`src/rtl/neuron_pkg.sv`:
```
// rtl/neuron_pkg.sv - shared types for the neuron fire stages
package neuron_pkg;

    typedef enum logic [1:0] {
        IDLE,
        FIRE,
        REFR
    } spk_state_t;

    typedef logic [3:0] count_t;

    localparam count_t COUNT_MAX = 4'd15;

endpackage

```
`src/rtl/refrac_timer.sv`:
```
// rtl/refrac_timer.sv - loadable down-counter timing a refractory window
// Ports:
//   clk, rst      : clock, synchronous active-high reset
//   load, value   : start a window; busy stays high for value+1 cycles
//   busy          : registered, high for the whole window
//   done          : combinational, high on the last cycle of the window
module refrac_timer
    import neuron_pkg::*;
(
    input  logic   clk,
    input  logic   rst,
    input  logic   load,
    input  count_t value,
    output logic   busy,
    output logic   done
);

    count_t rcnt;

    always_ff @(posedge clk) begin
        if (rst) begin
            rcnt <= '0;
            busy <= 1'b0;
        end else if (load) begin
            rcnt <= value;
            busy <= 1'b1;
        end else if (busy) begin
            if (rcnt == '0) begin
                busy <= 1'b0;
            end else begin
                rcnt <= rcnt - 4'd1;
            end
        end
    end

    assign done = busy & (rcnt == '0);

endmodule

```
`src/rtl/count_spike_gen.sv`:
```
// rtl/count_spike_gen.sv - threshold-crossing spike generator with refractory period
// Ports:
//   clk, rst   : clock, synchronous active-high reset
//   count      : 4-bit counter value (membrane state), sampled every edge
//   up_dnb     : counter direction, 1 = up
//   spike      : one-cycle pulse on an accepted upward crossing of TH
//   wrap_up    : one-cycle pulse on count 15 -> 0
//   wrap_dn    : one-cycle pulse on count 0 -> 15
//   refrac     : high for REFRAC cycles after each spike
//   spike_cnt  : saturating tally of accepted spikes
module count_spike_gen
    import neuron_pkg::*;
#(
    parameter int TH     = 12,
    parameter int REFRAC = 3,
    parameter int CW     = 8
) (
    input  logic          clk,
    input  logic          rst,
    input  logic [3:0]    count,
    input  logic          up_dnb,
    output logic          spike,
    output logic          wrap_up,
    output logic          wrap_dn,
    output logic          refrac,
    output logic [CW-1:0] spike_cnt
);

    if (TH < 1 || TH > 15) begin : g_bad_th
        $error("count_spike_gen: TH must be in 1..15");
    end

    if (REFRAC < 0 || REFRAC > 15) begin : g_bad_refrac
        $error("count_spike_gen: REFRAC must be in 0..15");
    end

    localparam count_t TH_Q      = count_t'(TH);
    localparam bit     NO_REFRAC = (REFRAC == 0);
    // The FIRE cycle itself is not part of the window, so the timer gets REFRAC-1.
    localparam count_t RF_LOAD   = NO_REFRAC ? 4'd0 : count_t'(REFRAC - 1);

    count_t     prev_q;
    logic       prev_vld;
    logic       xing;
    spk_state_t state;
    spk_state_t nxt;
    logic       tmr_load;
    logic       tmr_done;

    assign xing = prev_vld & up_dnb & (prev_q < TH_Q) & (count >= TH_Q);

    always_comb begin
        nxt      = state;
        tmr_load = 1'b0;
        case (state)
            IDLE: begin
                if (xing) nxt = FIRE;
            end
            FIRE: begin
                if (NO_REFRAC) begin
                    nxt = xing ? FIRE : IDLE;
                end else begin
                    nxt      = REFR;
                    tmr_load = 1'b1;
                end
            end
            REFR: begin
                // Crossings seen here are dropped, not remembered.
                if (tmr_done) nxt = IDLE;
            end
            default: nxt = IDLE;
        endcase
    end

    always_ff @(posedge clk) begin
        if (rst) begin
            prev_q    <= '0;
            prev_vld  <= 1'b0;
            state     <= IDLE;
            spike     <= 1'b0;
            wrap_up   <= 1'b0;
            wrap_dn   <= 1'b0;
            spike_cnt <= '0;
        end else begin
            prev_q   <= count;
            prev_vld <= 1'b1;
            state    <= nxt;
            spike    <= (nxt == FIRE);
            wrap_up  <= prev_vld & (prev_q == COUNT_MAX) & (count == '0);
            wrap_dn  <= prev_vld & (prev_q == '0) & (count == COUNT_MAX);
            if (nxt == FIRE && spike_cnt != {CW{1'b1}}) begin
                spike_cnt <= spike_cnt + CW'(1);
            end
        end
    end

    // The timer's busy flag is exactly the refractory window.
    refrac_timer u_refrac_timer (
        .clk   (clk),
        .rst   (rst),
        .load  (tmr_load),
        .value (RF_LOAD),
        .busy  (refrac),
        .done  (tmr_done)
    );

endmodule
```
`config.mk`:
```
export PLATFORM = sky130hd
export DESIGN_NAME = count_spike_gen
export DESIGN_NICKNAME = d
export VERILOG_FILES = /design/src/rtl/neuron_pkg.sv /design/src/rtl/refrac_timer.sv /design/src/rtl/count_spike_gen.sv
export SDC_FILE = /design/constraint.sdc
export NUM_CORES = 1
export LEC_CHECK = 0
export ABC_AREA = 1
export BUFFER_PORTS_ARGS = -buffer_cell sky130_fd_sc_hd__buf_4
export CAP_MARGIN = 15
export CELL_PAD_IN_SITES_DETAIL_PLACEMENT = 0
export CELL_PAD_IN_SITES_GLOBAL_PLACEMENT = 1
export CORE_MARGIN = 8
export CORE_UTILIZATION = 41
export CTS_CLUSTER_SIZE = 25
export DETAILED_ROUTE_END_ITERATION = 10
export PLACE_DENSITY_LB_ADDON = 0.1
export SYNTH_ARGS = -nofsm -noshare
export SYNTH_HDL_FRONTEND = slang
export SYNTH_SLANG_ARGS = --single-unit
```
`constraint.sdc`:
```
create_clock -name clk -period 1.88 [get_ports clk]
set_input_delay 0.188 -clock clk [delete_from_list [all_inputs] [get_ports clk]]
set_output_delay 0.188 -clock clk [all_outputs]
set_load 0.05 [all_outputs]
```
### After elaboration in Yosys (flattened, before gate mapping)

Index checks and enable logic that the tools add are counted.

| storage, ports and cells | value |
|---|---|
| flip-flop bits (word level) | 23 |
| RAM bits | 0 |
| memories | 0 |
| logic and storage cells | 50 |
| output and inout bits | 12 |
| latch bits | 0 |
| ROM bits | 0 |

| cells by class | value |
|---|---|
| multipliers | 0 |
| add/subtract/negate cells | 2 |
| order comparisons | 2 |
| shift operators | 0 |
| reductions and logical operators | 9 |
| bitwise operators | 9 |
| muxes and demuxes | 11 |
| eq/ne operators | 7 |
| divide/modulo/power cells | 0 |

Operators with widths:

| operator | count |
|---|---|
| 4-bit zero test | 3 |
| 2-bit two-way mux | 5 |
| 8-bit by 1-bit adder with 8-bit output (second input constant) | 1 |
| 1-bit bitwise AND | 8 |
| 4-bit == test (second input constant) | 2 |
| 8-bit inequality test (second input constant) | 1 |
| 2-bit case mux with 3 select lines | 1 |
| 1-bit two-way mux | 5 |
| 2-bit by 1-bit == test with 1-bit output (second input constant) | 2 |
| 4-bit greater-or-equal comparator (second input constant) | 1 |
| 4-bit < comparator (second input constant) | 1 |
| 2-bit AND reduction | 2 |
| 4-bit by 1-bit subtractor with 4-bit output (second input constant) | 1 |
| 2-bit == test (second input constant) | 1 |
| 2-bit zero test | 1 |
| 2-bit inequality test (second input constant) | 1 |
| 2-bit nonzero test | 1 |
| 2-bit OR reduction | 1 |
| 1-bit logical AND | 1 |
| 1-bit NOT | 1 |

### Logic depth before layout (Yosys ltp)

Gate-level depths: netlist (run 1).

| depth | value |
|---|---|
| word-level depth | 7 |
| gate-level depth with buffers | 8 |

### By module

A second synthesis (run 1) with hierarchy kept.

| unflattened totals | value |
|---|---|
| cells, all modules | 180 |
| area, all modules | 1211.2 um2 |

Modules (own cells, without submodules):

| module | instances | cells each | area each (um2) |
|---|---|---|---|
| count_spike_gen | 1 | 132 | 895.9 |
| refrac_timer | 1 | 48 | 315.3 |

### Worst setup path after synthesis (run 1)

Ideal clock, no wire load.

| path | value |
|---|---|
| path type | register to register |
| start | register spike_cnt[1] |
| end | register spike_cnt[5] |
| buffers on the path | 0 |
| arrival | 1.591 ns |
| library setup time | 0.068 ns |
| stages on the path, launching flop included | 8 |
| required time | 1.812 ns |
| slack | 0.221 ns |
| cells stage by stage | dfxtp_1 ha_1 nand2_2 nor2_4 nand3_4 nand2_4 nand2_1 a21oi_2 |

| on the way | value |
|---|---|
| word-level cells in the longest chain between the ends | 2 |
| elaborated cells on any way between the ends | 3 |
| those cells by class | 1 x add/sub; 1 x eq/ne; 1 x reduce/logical |

RTL lines:

| what | line | RTL |
|---|---|---|
| start: declaration | count_spike_gen.sv:26 | `output logic [CW-1:0] spike_cnt` |
| start signal: assignment | count_spike_gen.sv:92 | `spike_cnt <= spike_cnt + CW'(1);` |
| parallel branches: the longest is 2 deep, another holds 8-bit by 1-bit adder with 8-bit output | n/a |  |

Several ways; the timed one is not identified.
A chain may end at the register's enable or synchronous reset.

### Final worst setup path (run 1)

Same ends and word-level chain as after synthesis.

==> results, run 1 <==
- The die outline height is 67.2 um.
- STA classifies the critical path startpoint as a flop.
- Detailed placement ended at an HPWL of 1.76 mm.
- The largest voltage drop on the vdd net is 0.366 mV.
- Of the cells placed in the final design, the portion with a size suffix greater than 1 is 0.170.
- The max capacitance violation total is 0.
- Entering global routing, the biggest net connects 16 pins.
- The top cell type's share of synthesized area is 0.428.
- The path class of the tightest hold or removal check is in -> reg.
- The number of nets in the layout is 186.
- Compared with the post-synthesis result, the final layout area differs by 18.3%.
- The net count after synthesis is 164.
- The share of the cycle needed by the critical path after routing is 0.722.
- The clock share of power is 0.287.
- In this run the power spent charging and discharging nets is 0.191 mW.
- Of the total power, the share spent switching nets is 0.242.
- In this run the remaining antenna-violating nets after routing total 0.
- The average instance in the mapped netlist occupies 6.93 um2.
- The share of total power dissipated in combinational logic is 0.076.
- The clock tree from TritonCTS is yes.
- The initial cell density of the core is 0.434.
- The first-pass GRT wire length is 3.91 mm.
- The DRC marker count from the first detailed-route iteration is 72.
- The netlist uses 22 different library cells.
- STA classifies the critical path endpoint as a flop.
- The multi-input gate area in the final layout is 532 um2.
- The total DRC errors in the routed layout is 0.
- The horizontal die dimension is 67.2 um.
- After clock tree synthesis, the clock-pin slew on the worst setup and hold paths is 0.13 ns.
- The final setup TNS is 0 ns.
- By area the synthesized netlist is led by dfxtp_1 (43%), nand2_1 (15%), nor2_1 (8.7%).
- The number of max-slew violations in the final report came to 0.
- The post-detailed-routing wire length is 2.24 mm.
- The number of inserted filler cells in the final layout is 263.
- Dividing total power by cell area gives a power density of 621 nW/um2.
- The number of antenna violations at the first check in global routing is 0.
- Setup violations remaining at the end of the flow were counted as 0.
- The biggest area consumer among synthesized cells is dfxtp_1.
- The routed via count divided by cell count is 4.71.
- The global-route congestion overflow total is 0.
- Clock skew on the completed layout was measured at 0.00326 ns.
- The total core area is 2480 um2.
- The commonest cells after synthesis are nand2_1 (43), nor2_1 (25), dfxtp_1 (23), inv_1 (21), nand3_1 (10).
- The gate count after technology mapping is 155.
- The first TritonRoute pass finished after 4 iterations.
- The floorplan step defined a die boundary enclosing 4520 um2.
- The worst setup path is of the reg -> reg kind.
- The worst pin sits at a relative slew slack of 0.822.
- The number of buffers inserted by port buffering is 18.
- The share of total power dissipated in sequential elements is 0.636.
- The routability congestion estimate from global placement is 0.790.
- The cell-internal power is 0.599 mW.
- Counting I/O delays and the setup requirement, the final critical path takes 1.36 ns.
- The Yosys step of the flow raised 0 warnings.
- Setup repair after global routing left no endpoint under its margin.
- The count of cells resized by post-cts repair is 0.
- The worst-path maximum fanout is 8.
- The number of cells in the finished layout apart from fillers is 206.
- After detailed routing, the average wire length per cell comes to 10.9 um.
- For this design, the CTS-stage hold fixing added 0 buffers.
- At the pin with the least slew margin, the transition time is 0.267 ns.
- The data arrival at the endpoint of the critical path is 1.61 ns.
- In the final layout, flip-flops and latches occupy 460 um2.
- The final hold violation count is 0.
- The final hold slack is 0.107 ns.
- The via count of the first global-routing pass is 916.
- In this run, CTS created clock tree buffers numbering 3.
- The number of I/O pins is 19.
- Summing every instance area after synthesis gives 1070 um2.
- The highest clock frequency the design can meet is 737 MHz.
- The final route contains 971 vias.
- For this design the static power due to leakage is 0.565 nW.
- The flop and latch count out of synthesis is 23.
- Data on the critical path is required at its endpoint by 2.14 ns.
- CTS built an H-tree with a depth of 1.
- The worst-case clock buffer depth is 2.
- The number of sinks driven by the clock tree is 23.
- In the global route stage, overall resource usage came out at 0.109.
- For the worst-skew pair, the clock arrives at the later sink with an insertion delay of 0.30 ns.
- The buffer cell driving the clock tree root is clkbuf_4.
- The row count is 18.
- The most common flop cell mapped by yosys is dfxtp_1.
- For this run, the register share of the synthesized area comes to 0.428.
- The count of flip-flops with a built-in enable after synthesis is 0.
- The run finished with clean final reports.
- The number of antenna cells inserted is 0.
- The number of setup buffers added after CTS is 0.
- The number of cells in the design after placement is 202.
- The most used standard cell by instance count after synthesis is nand2_1.
- The share of flip-flops with an asynchronous set or reset is 0.
[per-layer routing]
layer  GRT usage  wire length, um
met1       0.126             1040
met2       0.188             1080
met3      0.0281              105
met4      0.0444               13
met5           0                0
[path summary, 6_finish.rpt]
| path | startpoint | end | slack, ns | depth (start not counted) |
|---|---|---|---|---|
| max | spike_cnt[1] | spike_cnt[5] | 0.52 | 7 |
| min | count[0] | prev_q[0] | 0.11 | 3 |
| max reg2reg | spike_cnt[1] | spike_cnt[5] | 0.52 | 7 |
| min reg2reg | prev_q[0] | wrap_dn | 0.43 | 1 |
[power groups by stage]
stage               sequential (mW)  combinational, mW  clock (mW)
global route                  0.505             0.0672       0.264
global placement              0.513             0.0605           0
CTS                           0.503             0.0607       0.239
finish                        0.503             0.0602       0.227
detailed placement            0.514             0.0603           0
floorplan                     0.520             0.0302           0
[registers in the layout, summed over array words and instances (netlist names), 2 cells and up]
signal,flops
prev_q,4
spike_cnt,8
state,2
u_refrac_timer.rcnt,4
[metrics by stage]
stage	worst slack, ns	util	instance area (um2)	total power [mW]
CTS	0.515	0.513	1270	0.802
global route	0.365	0.513	1270	0.836
detailed placement	0.540	0.502	1240	0.574
finish	0.523	0.513	1270	0.790
floorplan	0.221	-	1070	0.550
global placement	0.587	0.502	1240	0.574
[cell type report]
cell class / count / area share
multi-input combinational: 110 / 0.418
timing repair buffer: 18 / 0.106
sequential: 23 / 0.362
clock inverter: 1 / 0.00394
inverter: 21 / 0.0620
tap: 30 / 0.0295
clock buffer: 3 / 0.0177
[critical path, stage by stage, from the launching register on]
cell	delay, ns
dfxtp_1	0.42
ha_1	0.24
nand2_2	0.10
nor2_4	0.13
nand3_4	0.10
nand2_4	0.12
nand2_1	0.07
a21oi_2	0.12
[kinds of logic after synthesis]
group | Yosys count | synth area share
DFF | 23 | 0.428
and+or+nand+nor | 91 | 0.378
adders and majority gates | 2 | 0.0233
AOI/OAI and AO/OA | 15 | 0.0768
buffers and inverters | 22 | 0.0768
xor gates and xnor gates | 2 | 0.0163
[placed cells by master, fill, tap and decap left out, drive strengths merged]
cell type and instances:
a21oi 11, buf 18, clkbuf 3, clkinv 1
dfxtp 23, ha 2, inv 21, nand2 45
nand3 11, nand3b 1, nand4 3, nor2 27
nor3 2, nor4 1, o21ai 4, or2 1
xnor2 1, xor2 1
Power figures use the tool's default switching activity.
==> inputs of run 2 (changes only) <==
- CORE_UTILIZATION: 41 -> 34
- clock period: 1.88 -> 1.15 ns (I/O delays scaled with it)
==> run 2 against run 1 <==
Against the previous run: the run now ends with setup timing left; cell count rose by 16%; clock skew rose by 0.0029 ns; largest cell class unchanged; clock power is 74% higher; critical endpoint is now spike_cnt[2]; die area rose by 16%.
==> results, run 2 (synthesized netlist as in run 1, its figures left out) <==
- The flow ran to the end, but the final reports show violations.
- The final reports fail on setup timing.
- The full die area came to 5220 um2 (+16%).
- The global-route congestion overflow total is 0 (unchanged).
- By startpoint and endpoint, the worst setup path is classified as reg -> reg.
- The signal on the critical path passes through ha_4 > buf_4 > buf_4 > xor2_1 > nand3_1 > a21oi_1.
- The most common cell after layout, fill and taps aside is nand2_1.
- The max capacitance violation total is 0 (unchanged).
- The leakage power summed over all cells is 0.703 nW (+24%).
- The clock latency reported for the late side of the worst-skew pair came to 0.32 ns (+0.02 ns).
- The post-detailed-routing wire length is 2.56 mm (+14%).
- The power density over the cells came to 862 nW/um2 (+39%).
- The final number of setup-violating endpoints came to 8 (+8).
- The highest clock frequency the design can meet is 829 MHz (+12%).
- The worst-case clock buffer depth was 2 (unchanged).
- The type of the worst min-delay path is in -> reg.
- The share of the cycle needed by the critical path after routing is 1.05 (+0.327).
- The minimum period implied by the final worst setup slack is 1.21 ns (-0.150 ns).
- The number of sinks driven by the clock tree was 23 (unchanged).
- The worst setup path is launched from a flop.
- The DRC marker count from the first detailed-route iteration is 35 (-51%).
- The first-pass GRT wire length was 4.28 mm (+9.7%).
- The total core area is 3030 um2 (+22%).
- The data arrival at the endpoint of the critical path is 1.46 ns (-0.15 ns).
- The total number of vias is 1,079 (+11%).
- The number of nets in the layout was 205 (+10%).
- The type of destination of the critical path is a flop.
- The first-pass detailed-route iteration total came to 3 (-1).
- The fraction of power consumed by combinational cells came to 0.100 (+0.024).
- The routed wire length per instance was 10.7 um (-1.5%).
- The register name with the most flops is spike_cnt.
- The largest voltage drop on the vdd net was 0.390 mV (+6.6%).
- The largest net degree at the start of global routing was 16 (unchanged).
- The detailed placement HPWL is 1.96 mm (+11%).
- The slew at the pin closest to its max-slew limit is 0.298 ns (+0.0305 ns).
- The proportion of total power due to net switching is 0.259 (+0.0168).
- The buffer cell driving the clock tree root is clkbuf_4.
- The number of buffers inserted by port buffering is 18 (unchanged).
- The cell-internal power is 0.999 mW (+67%).
- The library cell appearing most often on the critical path is buf_4.
- The sequential share of power is 0.607 (-0.029).
- The total DRC errors in the routed layout is 0 (unchanged).
- The worst-path maximum fanout was 3 (-5).
- The area occupied by registers is 480 um2 (+4.3%).
- The aggregate global-route resource usage was 0.103 (-0.00594).
- The multi-input gate area in the final layout is 626 um2 (+18%).
- Setup repair after global routing could not meet its margin everywhere.
- The worst-case setup slack after placement is -0.174 ns (-0.714 ns).
- The number of antenna violations at the first check in global routing is 0 (unchanged).
- The setup slack after layout is -0.0565 ns (-0.580 ns).
- The largest clock skew in the final design was 0.00615 ns (+0.00289 ns).
- The H-tree depth was 1 (unchanged).
- The number of antenna cells inserted is 0 (unchanged).
- The number of inserted filler cells in the final layout is 307 (+17%).
- The final hold slack came to 0.0263 ns (-0.0802 ns).
- The largest stage delay on the critical path is 0.38 ns (-0.04 ns).
- The routability congestion estimate from global placement is 0.767 (-2.8%).
- The die outline height was 72.2 um (+7.5%).
- The final hold violation count was 0 (unchanged).
- From synthesis to final layout, the design area changed by 45.4%.
- The largest registers in the layout are spike_cnt (8), prev_q (4), u_refrac_timer.rcnt (4).
- The required time of the critical path is 1.41 ns (-0.73 ns).
- The number of buffers created by CTS is 3 (unchanged).
- The fraction of final layout cells with drive strength greater than 1 was 0.400 (+0.230).
- TritonCTS built the clock tree.
- The number of antenna-violating nets in the routed design is 0 (unchanged).
- The largest individual stage delay along the critical path comes from the cell dfxtp_4.
- The row count is 20 (+2).
- The clock edge transition at the registers on the reported setup and hold paths is 0.14 ns (about the same).
- The horizontal die dimension is 72.2 um (+7.5%).
- The routed via count divided by cell count is 4.51 (-4.2%).
- The switching power of the nets is 0.348 mW (+82%).
- The initial cell density of the core is 0.355 (-0.0789).
- The worst-case headroom to the max-slew limit came to 0.800 (-0.0217).
- The via count of the first global-routing pass was 997 (+8.8%).
- The flip-flop count of the largest register after layout was 8 (unchanged).
- The clock share of power is 0.293 (+0.006).
- The number of max-slew violations in the final report is 0 (unchanged).
- The number of I/O pins was 19 (unchanged).
- In the layout the commonest cells are nand2_1 (38), buf_4 (32), nor2_1 (21).
==> run 2: cell count changes in the layout (fill, tap and decap cells not counted), moves of 4 or more <==
cell     change
inv_1        -4
inv_2        +4
nand2_1      -5
dfxtp_1     -12
buf_4       +14
dfxtp_2     +10
buf_6        +4
nor2_1       -4
==> run 2: power groups by stage <==
| stage | registers, mW | clock network (mW) | logic [mW] |
|---|---|---|---|
| floorplan | 0.848 | 0 | 0.0506 |
| global placement | 0.835 | 0 | 0.119 |
| detailed placement | 0.836 | 0 | 0.121 |
| CTS | 0.818 | 0.405 | 0.124 |
| global route | 0.821 | 0.447 | 0.149 |
| finish | 0.818 | 0.395 | 0.134 |
==> run 2: through the flow <==
stage	area [um2]	setup TNS (ns)	total power, mW	utilization	std cells
2_1_floorplan	1110	-0.718	0.899	-	155
3_3_place_gp	1420	-0.472	0.954	0.469	232
3_5_place_dp	1420	-0.672	0.957	0.469	232
4_1_cts	1470	-0.462	1.35	0.487	236
5_1_grt	1560	-1.05	1.42	0.516	239
6_report	1560	-0.226	1.35	0.516	239
==> run 2: routing by layer <==
layer,wire length [um],vias up,GRT usage
met5,0,-,0
met4,35,0,0.0476
met3,90,4,0.0248
met2,1290,13,0.180
met1,1140,494,0.115
li1,-,568,-
==> run 2: worst paths after layout <==
check / from / end / slack [ns] / depth (start not counted)
setup / recovery: spike_cnt[0] / spike_cnt[2] / -0.06 / 6
hold / removal: count[3] / prev_q[3] / 0.03 / 3
setup reg to reg: spike_cnt[0] / spike_cnt[2] / -0.06 / 6
hold reg to reg: prev_q[0] / wrap_dn / 0.44 / 1
==> run 2: cell type report <==
class,instances,area share
Inverter,21,0.0504
Sequential cell,23,0.307
Clock inverter,1,0.00320
Timing Repair Buffer,37,0.189
Multi-Input combinational cell,110,0.400
Tap cell,44,0.0352
Clock buffer,3,0.0144
==> run 2: timing repair <==
action / CTS / global route
gates resized for setup: 8 / 22
cloned: 0 / 0
hold buffers: 0 / 1
pin swaps: 7 / 9
endpoints found under the hold margin: 0 / 1
endpoints found under the setup margin: 12 / 16
buffers inserted: 0 / 2
==> run 2: worst max-delay path: cells and delay by family (launching register included) <==
kind / cells / cell delay [ns]
adders and majority gates: 1 / 0.17
DFF: 1 / 0.38
buffers and inverters: 2 / 0.25
AOI/OAI and AO/OA: 1 / 0.13
xor gates and xnor gates: 1 / 0.12
and+or+nand+nor: 1 / 0.09
